==> src/rtl/tristate_bus_arbiter_pkg.sv <==
// Shared types and elaboration helpers for the tristate bus arbiter.
// Every counter width comes from width_of, so no field is ever narrower than 1 bit.
package tristate_bus_arb_pkg;

  typedef enum logic [1:0] {IDLE, DRIVE, TURN} arb_state_e;

  function automatic int width_of(input int v);
    return ($clog2(v) < 1) ? 1 : $clog2(v);
  endfunction

  function automatic bit params_ok(input int n, input int ta, input int max_hold);
    return (n >= 2) && (n <= 16) && (ta >= 1) && (ta <= 15) &&
           (max_hold >= 0) && (max_hold <= 255);
  endfunction

endpackage

==> src/rtl/tristate_bus_arbiter_if.sv <==
// Request/enable bundle between the requesters, the arbiter and the bufz bank.
interface tristate_bus_arbiter_if #(parameter int N = 4);

  logic [N-1:0]                                 req;
  logic [N-1:0]                                 en;
  logic [tristate_bus_arb_pkg::width_of(N)-1:0] owner;
  logic                                         busy;
  logic                                         turn;

  modport master (input req, output en, owner, busy, turn);
  modport slave  (output req, input en, owner, busy, turn);

endinterface

==> src/rtl/tristate_bus_arbiter_rr_pick.sv <==
// Combinational round-robin picker: first requester at or after ptr, wrapping mod N.
module rr_pick #(
  parameter int N  = 4,
  parameter int PW = 2
) (
  input  logic [N-1:0]  req,
  input  logic [PW-1:0] ptr,
  output logic [PW-1:0] winner,
  output logic          valid
);

  logic [PW-1:0] idx;

  // The search runs from the farthest position back towards ptr, so the
  // position closest to ptr is the last one written and therefore wins.
  always_comb begin
    winner = '0;
    idx    = '0;
    valid  = |req;
    for (int k = N - 1; k >= 0; k--) begin
      idx = PW'((int'(ptr) + k) % N);
      if (req[idx]) begin
        winner = idx;
      end
    end
  end

endmodule

==> src/rtl/tristate_bus_arbiter.sv <==
// Round-robin owner sequencer for a shared tristate net, with registered bufz enables
// and break-before-make turnaround cycles between owners.
module tristate_bus_arbiter
  import tristate_bus_arb_pkg::*;
#(
  parameter int N        = 4,
  parameter int TA       = 1,
  parameter int MAX_HOLD = 0
) (
  input  logic                   clk,
  input  logic                   rst,
  tristate_bus_arbiter_if.master bus
);

  localparam int PW = width_of(N);
  localparam int HW = width_of(MAX_HOLD + 1);
  localparam int TW = width_of(TA + 1);
  localparam logic [N-1:0] ONE_HOT0 = N'(1);

  if (!params_ok(N, TA, MAX_HOLD)) begin : g_bad_params
    $error("tristate_bus_arbiter: parameter out of range");
  end

  arb_state_e    state;
  logic [PW-1:0] ptr;
  logic [HW-1:0] hold;
  logic [TW-1:0] turn_cnt;
  logic [N-1:0]  en_q;
  logic [PW-1:0] owner_q;
  logic          busy_q;
  logic          turn_q;

  logic [PW-1:0] win;
  logic          win_valid;
  logic          release_now;
  logic [PW-1:0] next_ptr;

  rr_pick #(.N(N), .PW(PW)) u_pick (
    .req    (bus.req),
    .ptr    (ptr),
    .winner (win),
    .valid  (win_valid)
  );

  assign release_now = !bus.req[owner_q] ||
                       ((MAX_HOLD != 0) && (hold == HW'(MAX_HOLD)));
  assign next_ptr    = (owner_q == PW'(N - 1)) ? '0 : owner_q + 1'b1;

  always_ff @(posedge clk) begin
    if (rst) begin
      state    <= IDLE;
      ptr      <= '0;
      hold     <= '0;
      turn_cnt <= '0;
      en_q     <= '0;
      owner_q  <= '0;
      busy_q   <= 1'b0;
      turn_q   <= 1'b0;
    end else begin
      case (state)
        IDLE: begin
          if (win_valid) begin
            en_q    <= ONE_HOT0 << win;
            owner_q <= win;
            busy_q  <= 1'b1;
            hold    <= HW'(1);
            state   <= DRIVE;
          end
        end
        DRIVE: begin
          if (release_now) begin
            en_q     <= '0;
            busy_q   <= 1'b0;
            turn_q   <= 1'b1;
            ptr      <= next_ptr;
            turn_cnt <= TW'(TA);
            state    <= TURN;
          end else if (hold != {HW{1'b1}}) begin
            hold <= hold + 1'b1;
          end
        end
        TURN: begin
          turn_cnt <= turn_cnt - 1'b1;
          // Requests are only looked at on the last dead cycle.
          if (turn_cnt == TW'(1)) begin
            turn_q <= 1'b0;
            if (win_valid) begin
              en_q    <= ONE_HOT0 << win;
              owner_q <= win;
              busy_q  <= 1'b1;
              hold    <= HW'(1);
              state   <= DRIVE;
            end else begin
              state <= IDLE;
            end
          end
        end
        default: state <= IDLE;
      endcase
    end
  end

  assign bus.en    = en_q;
  assign bus.owner = owner_q;
  assign bus.busy  = busy_q;
  assign bus.turn  = turn_q;

  a_onehot: assert property (@(posedge clk) disable iff (rst) $onehot0(en_q));
  a_busy:   assert property (@(posedge clk) disable iff (rst) busy_q == (|en_q));
  a_turn:   assert property (@(posedge clk) disable iff (rst) turn_q |-> (en_q == '0));
  a_bbm:    assert property (@(posedge clk) disable iff (rst)
                             ((en_q != '0) && ($past(en_q) != '0)) |-> (en_q == $past(en_q)));

endmodule

==> src/flat_wrapper.sv <==
// flat-port wrapper written by rule: the top's interface ports become plain ports
module tristate_bus_arbiter_flat import tristate_bus_arb_pkg::*;
#(
  parameter int N        = 4,
  parameter int TA       = 1,
  parameter int MAX_HOLD = 0
)
  (clk, rst, bus_req, bus_en, bus_owner, bus_busy, bus_turn);
  tristate_bus_arbiter_if #(.N(N)) bus_i ();
  input  logic clk;
  input  logic rst;
  input wire logic [$bits(bus_i.req)-1:0] bus_req;
  output wire logic [$bits(bus_i.en)-1:0] bus_en;
  output wire logic [$bits(bus_i.owner)-1:0] bus_owner;
  output wire logic [$bits(bus_i.busy)-1:0] bus_busy;
  output wire logic [$bits(bus_i.turn)-1:0] bus_turn;
  assign bus_i.req = bus_req;
  assign bus_en = bus_i.en;
  assign bus_owner = bus_i.owner;
  assign bus_busy = bus_i.busy;
  assign bus_turn = bus_i.turn;
  tristate_bus_arbiter #(.N(N), .TA(TA), .MAX_HOLD(MAX_HOLD)) u_core (.clk(clk), .rst(rst), .bus(bus_i));
endmodule
==> config.mk <==
export PLATFORM = sky130hd
export DESIGN_NAME = tristate_bus_arbiter_flat
export DESIGN_NICKNAME = d
export VERILOG_FILES = /design/src/rtl/tristate_bus_arbiter_pkg.sv /design/src/rtl/tristate_bus_arbiter_if.sv /design/src/rtl/tristate_bus_arbiter_rr_pick.sv /design/src/rtl/tristate_bus_arbiter.sv /design/src/flat_wrapper.sv
export SDC_FILE = /design/constraint.sdc
export NUM_CORES = 1
export LEC_CHECK = 0
export BUFFER_PORTS_ARGS = -buffer_cell sky130_fd_sc_hd__buf_2
export CELL_PAD_IN_SITES_DETAIL_PLACEMENT = 1
export CELL_PAD_IN_SITES_GLOBAL_PLACEMENT = 1
export CORE_UTILIZATION = 40
export CTS_CLUSTER_DIAMETER = 80
export DETAILED_ROUTE_END_ITERATION = 6
export PLACE_DENSITY_LB_ADDON = 0.1
export SYNTH_ARGS = -nofsm -noshare
export SYNTH_HDL_FRONTEND = slang
export SYNTH_SLANG_ARGS = --single-unit
export TNS_END_PERCENT = 1
==> constraint.sdc <==
create_clock -name clk -period 2.3 [get_ports clk]
set_clock_uncertainty 0.15 [all_clocks]
set_input_delay 0.23 -clock clk [delete_from_list [all_inputs] [get_ports clk]]
set_output_delay 0.23 -clock clk [all_outputs]
set_load 0.05 [all_outputs]
# Word level (Yosys, flattened, before mapping)
# Cells that the tools add are included.
[totals]
reg_bits = 13
in_bits = 6
out_inout_bits = 8
wordCells = 71
[op_classes]
n_addsub = 5
n_lt_le_gt_ge = 5
eq_ne = 6
shift = 1
muxes = 35
bitwise_logic = 1
reduce_logical = 11
[ops]
columns = ["cell", "n"]
rows = [
  ["2-to-1 mux 2 bit", 10],
  ["less-than comparator 2 x 3 -> 1 bit (second input constant)", 5],
  ["2-to-1 mux 4 bit", 3],
  ["case mux 4 bit (3 select lines)", 1],
  ["2-to-1 mux 1 bit", 11],
  ["binary-select mux 1 bit (select 2 bit)", 5],
  ["AND reduction 3 bit", 3],
  ["case mux 2 bit (3 select lines)", 1],
  ["AND reduction 2 bit", 3],
  ["adder 2 x 1 -> 2 bit (second input constant)", 2],
  ["adder 2 bit (second input constant)", 2],
  ["== test 2 bit (second input constant)", 2],
  ["!= test 2 bit (second input constant)", 2],
  ["case mux 1 bit (2 select lines)", 2],
  ["case mux 2 bit (2 select lines)", 1],
  ["nonzero test 2 bit", 2],
  ["OR reduction 4 bit", 1],
  ["<< shifter 1 x 2 -> 4 bit (first input constant)", 1],
  ["case mux 1 bit (3 select lines)", 1],
  ["nonzero test 3 bit", 1],
  ["== test 2 x 1 -> 1 bit (second input constant)", 1],
  ["zero test 2 bit", 1],
  ["!= test 2 x 1 -> 1 bit (second input constant)", 1],
  ["NOT 1 bit", 1],
  ["subtractor 1 bit (second input constant)", 1],
]

# Depth between registers and ports, before layout
# Gate-level depths: netlist (run 1).
[logic_depth]
ltp_word = 11
mapped_depth = 6
mapped_depth_nobuf = 6

# Modules after synthesis
# A second synthesis (run 1) with hierarchy kept.
[hier_totals]
hier_cells = 89
hier_area_um2 = 759.5
[by_module_without_submodules]
columns = ["mod", "n_inst", "cells_per_inst", "area_per_inst_um2", "seq_area_each_um2"]
rows = [
  ["tristate_bus_arbiter", 1, 76, 681.9, 260.2],
  ["rr_pick", 1, 13, 77.6, 0.0],
]

# Worst setup path after synthesis (run 1)
# OpenSTA, ideal clock, no wires.
[synth_timing]
path_kind = "reg2reg"
start = "register u_core.owner_q[0] (netlist: u_core.bus.owner[0])"
end = "register u_core.ptr[0]"
setup_time_ns = 0.067
arrival_time_ns = 1.927
t_required_ns = 2.083
setup_slack_ns = 0.156
path_stages_with_launch = 5
path_buffers = 0
synth_period_minus_slack_ns = 2.144
cell_sequence = "dfxtp_1 -> mux4_2 -> nand2b_4 -> or3_1 -> a21oi_2"
[synth_between]
elab_chain_cells = 4
word_cells_on_any_way = 7
cone_classes = "1 x add/sub; 1 x eq/ne; 3 x mux; 1 x bitwise; 1 x reduce/logical"
[synth_lines]
columns = ["item", "line_no", "source"]
rows = [
  ["from (decl)", "tristate_bus_arbiter.sv:29", "logic [PW-1:0] owner_q;"],
  ["from (signal assigned)", "tristate_bus_arbiter.sv:64", "owner_q <= win;"],
  ["from (signal assigned)", "tristate_bus_arbiter.sv:89", "owner_q <= win;"],
  ["binary-select mux 1 bit (select 2 bit)", "tristate_bus_arbiter.sv:45", "assign release_now = !bus.req[owner_q] ||"],
  ["2-to-1 mux 1 bit (not written as such)", "tristate_bus_arbiter.sv:45", ""],
  ["NOT 1 bit (no source line)", "-", ""],
  ["AND reduction 2 bit (no source line)", "-", ""],
  ["to (signal assigned)", "tristate_bus_arbiter.sv:75", "ptr <= next_ptr;"],
  ["to (decl)", "tristate_bus_arbiter.sv:25", "logic [PW-1:0] ptr;"],
]
# Parallel ways exist; a longest one is shown, timed or not. The select of a mux whose other input is x is not followed.
# A chain may end at the register's enable or synchronous reset.

# Worst setup path in the final report (run 1)
[layout_timing]
start = "register u_core.state[0]"
end = "register u_core.en_q[1] (netlist: u_core.bus.en[1])"
[layout_between]
elab_chain_cells = 3
word_cells_on_any_way = 8
cone_classes = "4 x eq/ne; 1 x mux; 3 x reduce/logical"
[layout_lines]
columns = ["item", "line_no", "source"]
rows = [
  ["from (decl)", "tristate_bus_arbiter.sv:24", "arb_state_e state;"],
  ["from (signal assigned)", "tristate_bus_arbiter.sv:51", "state <= IDLE;"],
  ["from (signal assigned)", "tristate_bus_arbiter.sv:67", "state <= DRIVE;"],
  ["from (signal assigned)", "tristate_bus_arbiter.sv:77", "state <= TURN;"],
  ["== test 2 bit (tied with other cells)", "tristate_bus_arbiter.sv:60", "case (state)"],
  ["!= test 2 x 1 -> 1 bit (no source line) (tied with other cells)", "-", ""],
  ["AND reduction 3 bit (no source line)", "-", ""],
  ["to (signal assigned)", "tristate_bus_arbiter.sv:63", "en_q <= ONE_HOT0 << win;"],
  ["to (signal assigned)", "tristate_bus_arbiter.sv:88", "en_q <= ONE_HOT0 << win;"],
  ["to (decl)", "tristate_bus_arbiter.sv:28", "logic [N-1:0] en_q;"],
]
# Parallel ways exist; a longest one is shown, timed or not.

==> results.toml, run 1 <==
[sta]
fin_tns_setup_ns = 0
max_freq_mhz = 470.4
timing.final.ws_setup_ns = 0.1742
fin_crit_sh = 0.9242
worstMarginPinSlew_ns = 0.4327
report.final.slew_viol_count = 0
rsz0062_at_grt = "no"
hold_violations = 0
setup_viol = 0
slew_headroom = 0.7093
final.min_clock_period_ns = 2.126

[synth]
syn_inst = 92
synthXorXnorAreaFrac = 0
synth_mux_area_frac = 0.08882
synthSimpleGateAreaFrac = 0.1868
synth_top_family_by_area = "compound AO/OA/AOI/OAI gates"
synth_area_um2 = 817.0
synth-compound-area-share = 0.2588
yosys.cell_types.count = 32
syn-num-nets = 104
ys_seq_area_frac = 0.3185
synthAdderAreaFrac = 0.09188
avgSynthCellArea_um2 = 8.881
ys.warnings.count = 0
synth-seq-cells = 13

[finish]
drive_above_1_share = 0.2243
nFillCells = 235
final_cell_area_um2 = 929.6
layout.nets = 120
final_cell_mix = "buf_2 (13), dfxtp_1 (13), a21oi_1 (9), inv_1 (7)"
diodes = 0
areaGrowthSynthToFinish_pct = 13.78

[floorplan]
num_rows = 15
ios = 14
die_w_um = 47.20
core_area_um2 = 1821
start_util = 0.4488
die_area_um2 = 2227
die_y_um = 47.20

[placed_design]
dp_slack_ns = 0.2025
placed_area_um2 = 902.1
dp_hpwl_mm = 1.634
io_buffers = 13
globalplace.congestion = 0.8416

[setup_path]
critPathKind = "reg2reg"
cp.required_ns = 2.38
arrival_ns = 2.20
endpoint_kind = "register"
startpoint_type = "register"
reg2regPathDepth = 6
r2r-start = "u_core.state[0]$_SDFFE_PP0P_"
path_max_fanout = 5
r2r-end = "u_core.bus.en[1]$_SDFFE_PP0P_"
reg2reg_setup_slack_ns = 0.17

[min_path]
hp-class = "in2reg"
min_to = "u_core.ptr[0]$_SDFFE_PP0P_"
whs_path_depth = 2
worstHoldStart = "rst"

[clock_tree]
ctsHtreeMaxLevel = 1
postCtsSetupBuffers = 0
cts_sinks = 13
cts_tree = "done"
hold_buffers = 0
cts_buffer_depth = 2
cts-root-buf = "clkbuf_4"
clk_pin_slew_worst_paths_ns = 0.09
numCtsBuffers = 3
insertion_delay_ns = 0.29
ctsResizeCount = 0

[routing]
wire_per_inst_um = 15.72
drt_iter0_drc = 5
wl_mm = 2.075
route.vias.total = 768
drtPass1Iterations = 3
drtAntennaViolNets = 0
post-route-drc-count = 0
viasPerCell = 5.818

[job]
maxCapViolations = 0

[global_route]
grt_pass1_vias = 727
grt_usage = 0.2192
grt_max_degree = 13
antenna_found_initial = 0
globalRouteOverflowTotal = 0
grt_pass1_wl_mm = 3.346

[run_status]
outcome = "completed"

[power_and_ir_drop]
total_leakage_power_nw = 0.3901
irDropWorstVdd_mv = 0.5791
power.density_nw_per_um2 = 1202
## worst max-delay path by stage
stage,from,endpoint,cells after the start
finish,u_core.state[0]$_SDFFE_PP0P_,u_core.bus.en[1]$_SDFFE_PP0P_,6
global route,u_core.state[0]$_SDFFE_PP0P_,u_core.bus.en[1]$_SDFFE_PP0P_,6
CTS,u_core.state[0]$_SDFFE_PP0P_,u_core.bus.en[1]$_SDFFE_PP0P_,6
detailed placement,u_core.state[0]$_SDFFE_PP0P_,u_core.bus.en[1]$_SDFFE_PP0P_,6
global placement,u_core.state[0]$_SDFFE_PP0P_,u_core.bus.en[3]$_SDFFE_PP0P_,6
floorplan,u_core.bus.owner[0]$_SDFFE_PP0P_,u_core.ptr[0]$_SDFFE_PP0P_,4
## worst max-delay path, cell delays in order, from the launching register on
cell,delay (ns)
dfxtp_1,0.41
inv_1,0.09
ha_1,0.25
nor2b_1,0.20
or3_1,0.38
nor3_1,0.36
a32o_1,0.24
## logic make-up (layout without fill, tap and decap cells)
| logic type | after synthesis | in the layout |
|---|---|---|
| compound gates | 30 | 30 |
| fa+ha+maj | 6 | 6 |
| buf+inv | 10 | 25 |
| flops | 13 | 13 |
| mux | 6 | 6 |
| simple gates | 27 | 27 |
## sequential cells by signal (all words and copies together), names as in the netlist
register and cells:
u_core.state 2, u_core.bus.busy 1, u_core.ptr 2, u_core.bus.turn 1
u_core.bus.owner 2, u_core.bus.en 4, u_core.turn_cnt 1
## layout make-up
class / count / area, um2 / area share
Timing Repair Buffer: 14 / 72.57 / 0.07806
Inverter: 7 / 26.28 / 0.02826
Clock buffer: 3 / 22.52 / 0.02423
Tap cell: 25 / 31.28 / 0.03365
Clock inverter: 1 / 5.005 / 0.005384
Sequential cell: 13 / 260.3 / 0.2799
Multi-Input combinational cell: 69 / 511.7 / 0.5505
## per-stage QoR
step / instances / hold slack [ns] / total power, mW / utilization
floorplan: 92 / 0.3039 / 0.8223 / -
global placement: 128 / 0.2961 / 0.9523 / 0.4955
detailed placement: 128 / 0.3047 / 0.9718 / 0.4955
CTS: 132 / 0.1002 / 1.131 / 0.5107
global route: 132 / 0.1132 / 1.201 / 0.5107
finish: 132 / 0.09276 / 1.117 / 0.5107
## per-layer routing
layer	track usage	up-vias	part of all wire	routed length, um
li1	-	370	-	-
met1	0.2841	383	0.47	981
met2	0.3500	10	0.49	1011
met3	0.06923	5	0.030	63
met4	0.06286	0	0.0092	19
met5	0	-	0	0
## power breakdown
part | switching [mW] | internal [mW] | total [mW] | leakage (nW)
registers | 0.0710 | 0.294 | 0.365 | 0.107
clock network | 0.0851 | 0.0647 | 0.150 | 0.0177
logic | 0.391 | 0.212 | 0.603 | 0.266
## cells in the mapped netlist, drive strengths merged
master / instances / area, um2
o2111ai: 1 / 8.760
or2: 2 / 12.51
nor2b: 2 / 12.51
o31ai: 1 / 7.510
mux4: 1 / 22.52
nor3: 2 / 10.01
inv: 7 / 26.28
clkbuf: 2 / 7.510
nor2: 6 / 22.52
mux2i: 5 / 50.05
nor4: 2 / 18.77
a2111oi: 1 / 8.760
a21o: 1 / 7.510
nand3: 1 / 5.000
ha: 6 / 75.07
nand3b: 1 / 7.510
dfxtp: 13 / 260.3
o22a: 2 / 17.52
o22ai: 2 / 12.51
a32o: 4 / 40.04
o21a: 1 / 7.510
a211oi: 2 / 15.01
nand2: 5 / 18.77
o21ai: 3 / 15.01
or3: 3 / 18.77
buf: 1 / 11.26
nand2b: 3 / 26.27
o221ai: 2 / 17.52
a21oi: 10 / 53.80
Power figures use the tool's default switching activity.
==> run 2: changes to the inputs <==
--- a/config.mk
+++ b/config.mk
@@ -5,12 +5,13 @@
 export SDC_FILE = /design/constraint.sdc
 export NUM_CORES = 1
 export LEC_CHECK = 0
-export BUFFER_PORTS_ARGS = -buffer_cell sky130_fd_sc_hd__buf_2
 export CELL_PAD_IN_SITES_DETAIL_PLACEMENT = 1
 export CELL_PAD_IN_SITES_GLOBAL_PLACEMENT = 1
-export CORE_UTILIZATION = 40
+export CORE_MARGIN = 2
+export CORE_UTILIZATION = 45
 export CTS_CLUSTER_DIAMETER = 80
 export DETAILED_ROUTE_END_ITERATION = 6
+export DONT_BUFFER_PORTS = 1
 export PLACE_DENSITY_LB_ADDON = 0.1
 export SYNTH_ARGS = -nofsm -noshare
 export SYNTH_HDL_FRONTEND = slang
==> results.toml, run 2 (synthesis gave the netlist of run 1 again) <==
[min_path]
worstHoldStart = "bus_req[3]"
hp-class = "in2reg"
whs_path_depth = 2
min_to = "u_core.bus.owner[1]$_SDFFE_PP0P_"

[routing]
wire_per_inst_um = 15.71
drtAntennaViolNets = 0
viasPerCell = 5.803
route.vias.total = 708
drt_iter0_drc = 5
drtPass1Iterations = 3
wl_mm = 1.917
post-route-drc-count = 0

[global_route]
grt_usage = 0.2076
grt_pass1_vias = 682
grt_pass1_wl_mm = 3.118
globalRouteOverflowTotal = 0
antenna_found_initial = 0
grt_max_degree = 11

[sta]
fin_crit_sh = 0.9263
report.final.slew_viol_count = 0
setup_viol = 0
rsz0062_at_grt = "no"
final.min_clock_period_ns = 2.130
slew_headroom = 0.6159
max_freq_mhz = 469.4
worstMarginPinSlew_ns = 0.5714
fin_tns_setup_ns = 0
hold_violations = 0

[floorplan]
start_util = 0.4784
core_area_um2 = 1708
die_w_um = 46.61
num_rows = 15
die_area_um2 = 2172
ios = 14
die_y_um = 46.61

[setup_path]
path_max_fanout = 5
reg2reg_setup_slack_ns = 0.17
reg2regPathDepth = 6
arrival_ns = 2.20
endpoint_kind = "register"
r2r-end = "u_core.bus.en[2]$_SDFFE_PP0P_"
startpoint_type = "register"
r2r-start = "u_core.state[0]$_SDFFE_PP0P_"
critPathKind = "reg2reg"
cp.required_ns = 2.37

[clock_tree]
clk_pin_slew_worst_paths_ns = 0.08
cts_sinks = 13
cts_buffer_depth = 2
hold_buffers = 1
ctsResizeCount = 0
numCtsBuffers = 3
postCtsSetupBuffers = 0
cts_tree = "done"
cts-root-buf = "clkbuf_4"
insertion_delay_ns = 0.28
ctsHtreeMaxLevel = 1

[finish]
layout_commonest_cell = "dfxtp_1"
final_cell_mix = "dfxtp_1 (13), a21oi_1 (9), inv_1 (7), nor2_1 (6), ha_1 (6)"
layout.nets = 110
diodes = 0
largest_register_ffs = 4
drive_above_1_share = 0.1237
areaGrowthSynthToFinish_pct = 8.729

[power_and_ir_drop]
irDropWorstVdd_mv = 0.5432
total_leakage_power_nw = 0.3411
power.density_nw_per_um2 = 1219
total_power_mw = 1.083

[placed_design]
io_buffers = 0
globalplace.congestion = 0.8666
dp_hpwl_mm = 1.507

[run_status]
outcome = "completed"

[job]
maxCapViolations = 0
run 2: critical path: stages (launching register included):
cell	delay (ns)
dfxtp_1	0.41
inv_1	0.08
ha_1	0.26
nor2b_1	0.19
or3_1	0.38
nor3_1	0.36
a32o_1	0.24
run 2: worst max-delay path by stage:
stage                                                to  cells past startpoint                             start
after floorplan              u_core.ptr[0]$_SDFFE_PP0P_                      4  u_core.bus.owner[0]$_SDFFE_PP0P_
after global placement    u_core.bus.en[2]$_SDFFE_PP0P_                      6      u_core.state[0]$_SDFFE_PP0P_
after detailed placement  u_core.bus.en[2]$_SDFFE_PP0P_                      6      u_core.state[0]$_SDFFE_PP0P_
after CTS                 u_core.bus.en[2]$_SDFFE_PP0P_                      6      u_core.state[0]$_SDFFE_PP0P_
after global routing      u_core.bus.en[2]$_SDFFE_PP0P_                      6      u_core.state[0]$_SDFFE_PP0P_
final                     u_core.bus.en[2]$_SDFFE_PP0P_                      6      u_core.state[0]$_SDFFE_PP0P_
run 2: report_power, final:
| group | leakage, nW | internal, mW | switching [mW] |
|---|---|---|---|
| Combinational | 0.219 | 0.204 | 0.291 |
| Sequential | 0.107 | 0.294 | 0.150 |
| Clock | 0.0150 | 0.0673 | 0.0772 |
| Total | 0.341 | 0.565 | 0.518 |
run 2: per-stage QoR:
stage                     hold WS, ns    util  area, um2  cells  setup slack [ns]
after floorplan                0.3039       -      817.0     92            0.1560
after global placement         0.1439  0.4989      852.1    117            0.2852
after detailed placement       0.1463  0.4989      852.1    117            0.1925
after CTS                     0.06705  0.5201      888.4    122            0.1700
after global routing          0.08222  0.5201      888.4    122         0.0003122
final                         0.06534  0.5201      888.4    122            0.1695
run 2: area by class of cell:
cell class | count | area (um2)
Sequential cell | 13 | 260.3
Multi-Input combinational cell | 69 | 511.7
Tap cell | 25 | 31.28
Clock buffer | 4 | 26.28
Timing Repair Buffer | 4 | 32.53
Inverter | 7 | 26.28
Fill cell | 218 | 819.5
run 2: routing by layer:
metal	global-route usage	vias to the layer above	wire, um	part of all wire
met5	0	-	0	0
met4	0.08333	0	36	0.019
met3	0.03529	5	61	0.032
met2	0.3222	10	929	0.48
met1	0.2834	338	889	0.46
li1	-	355	-	-
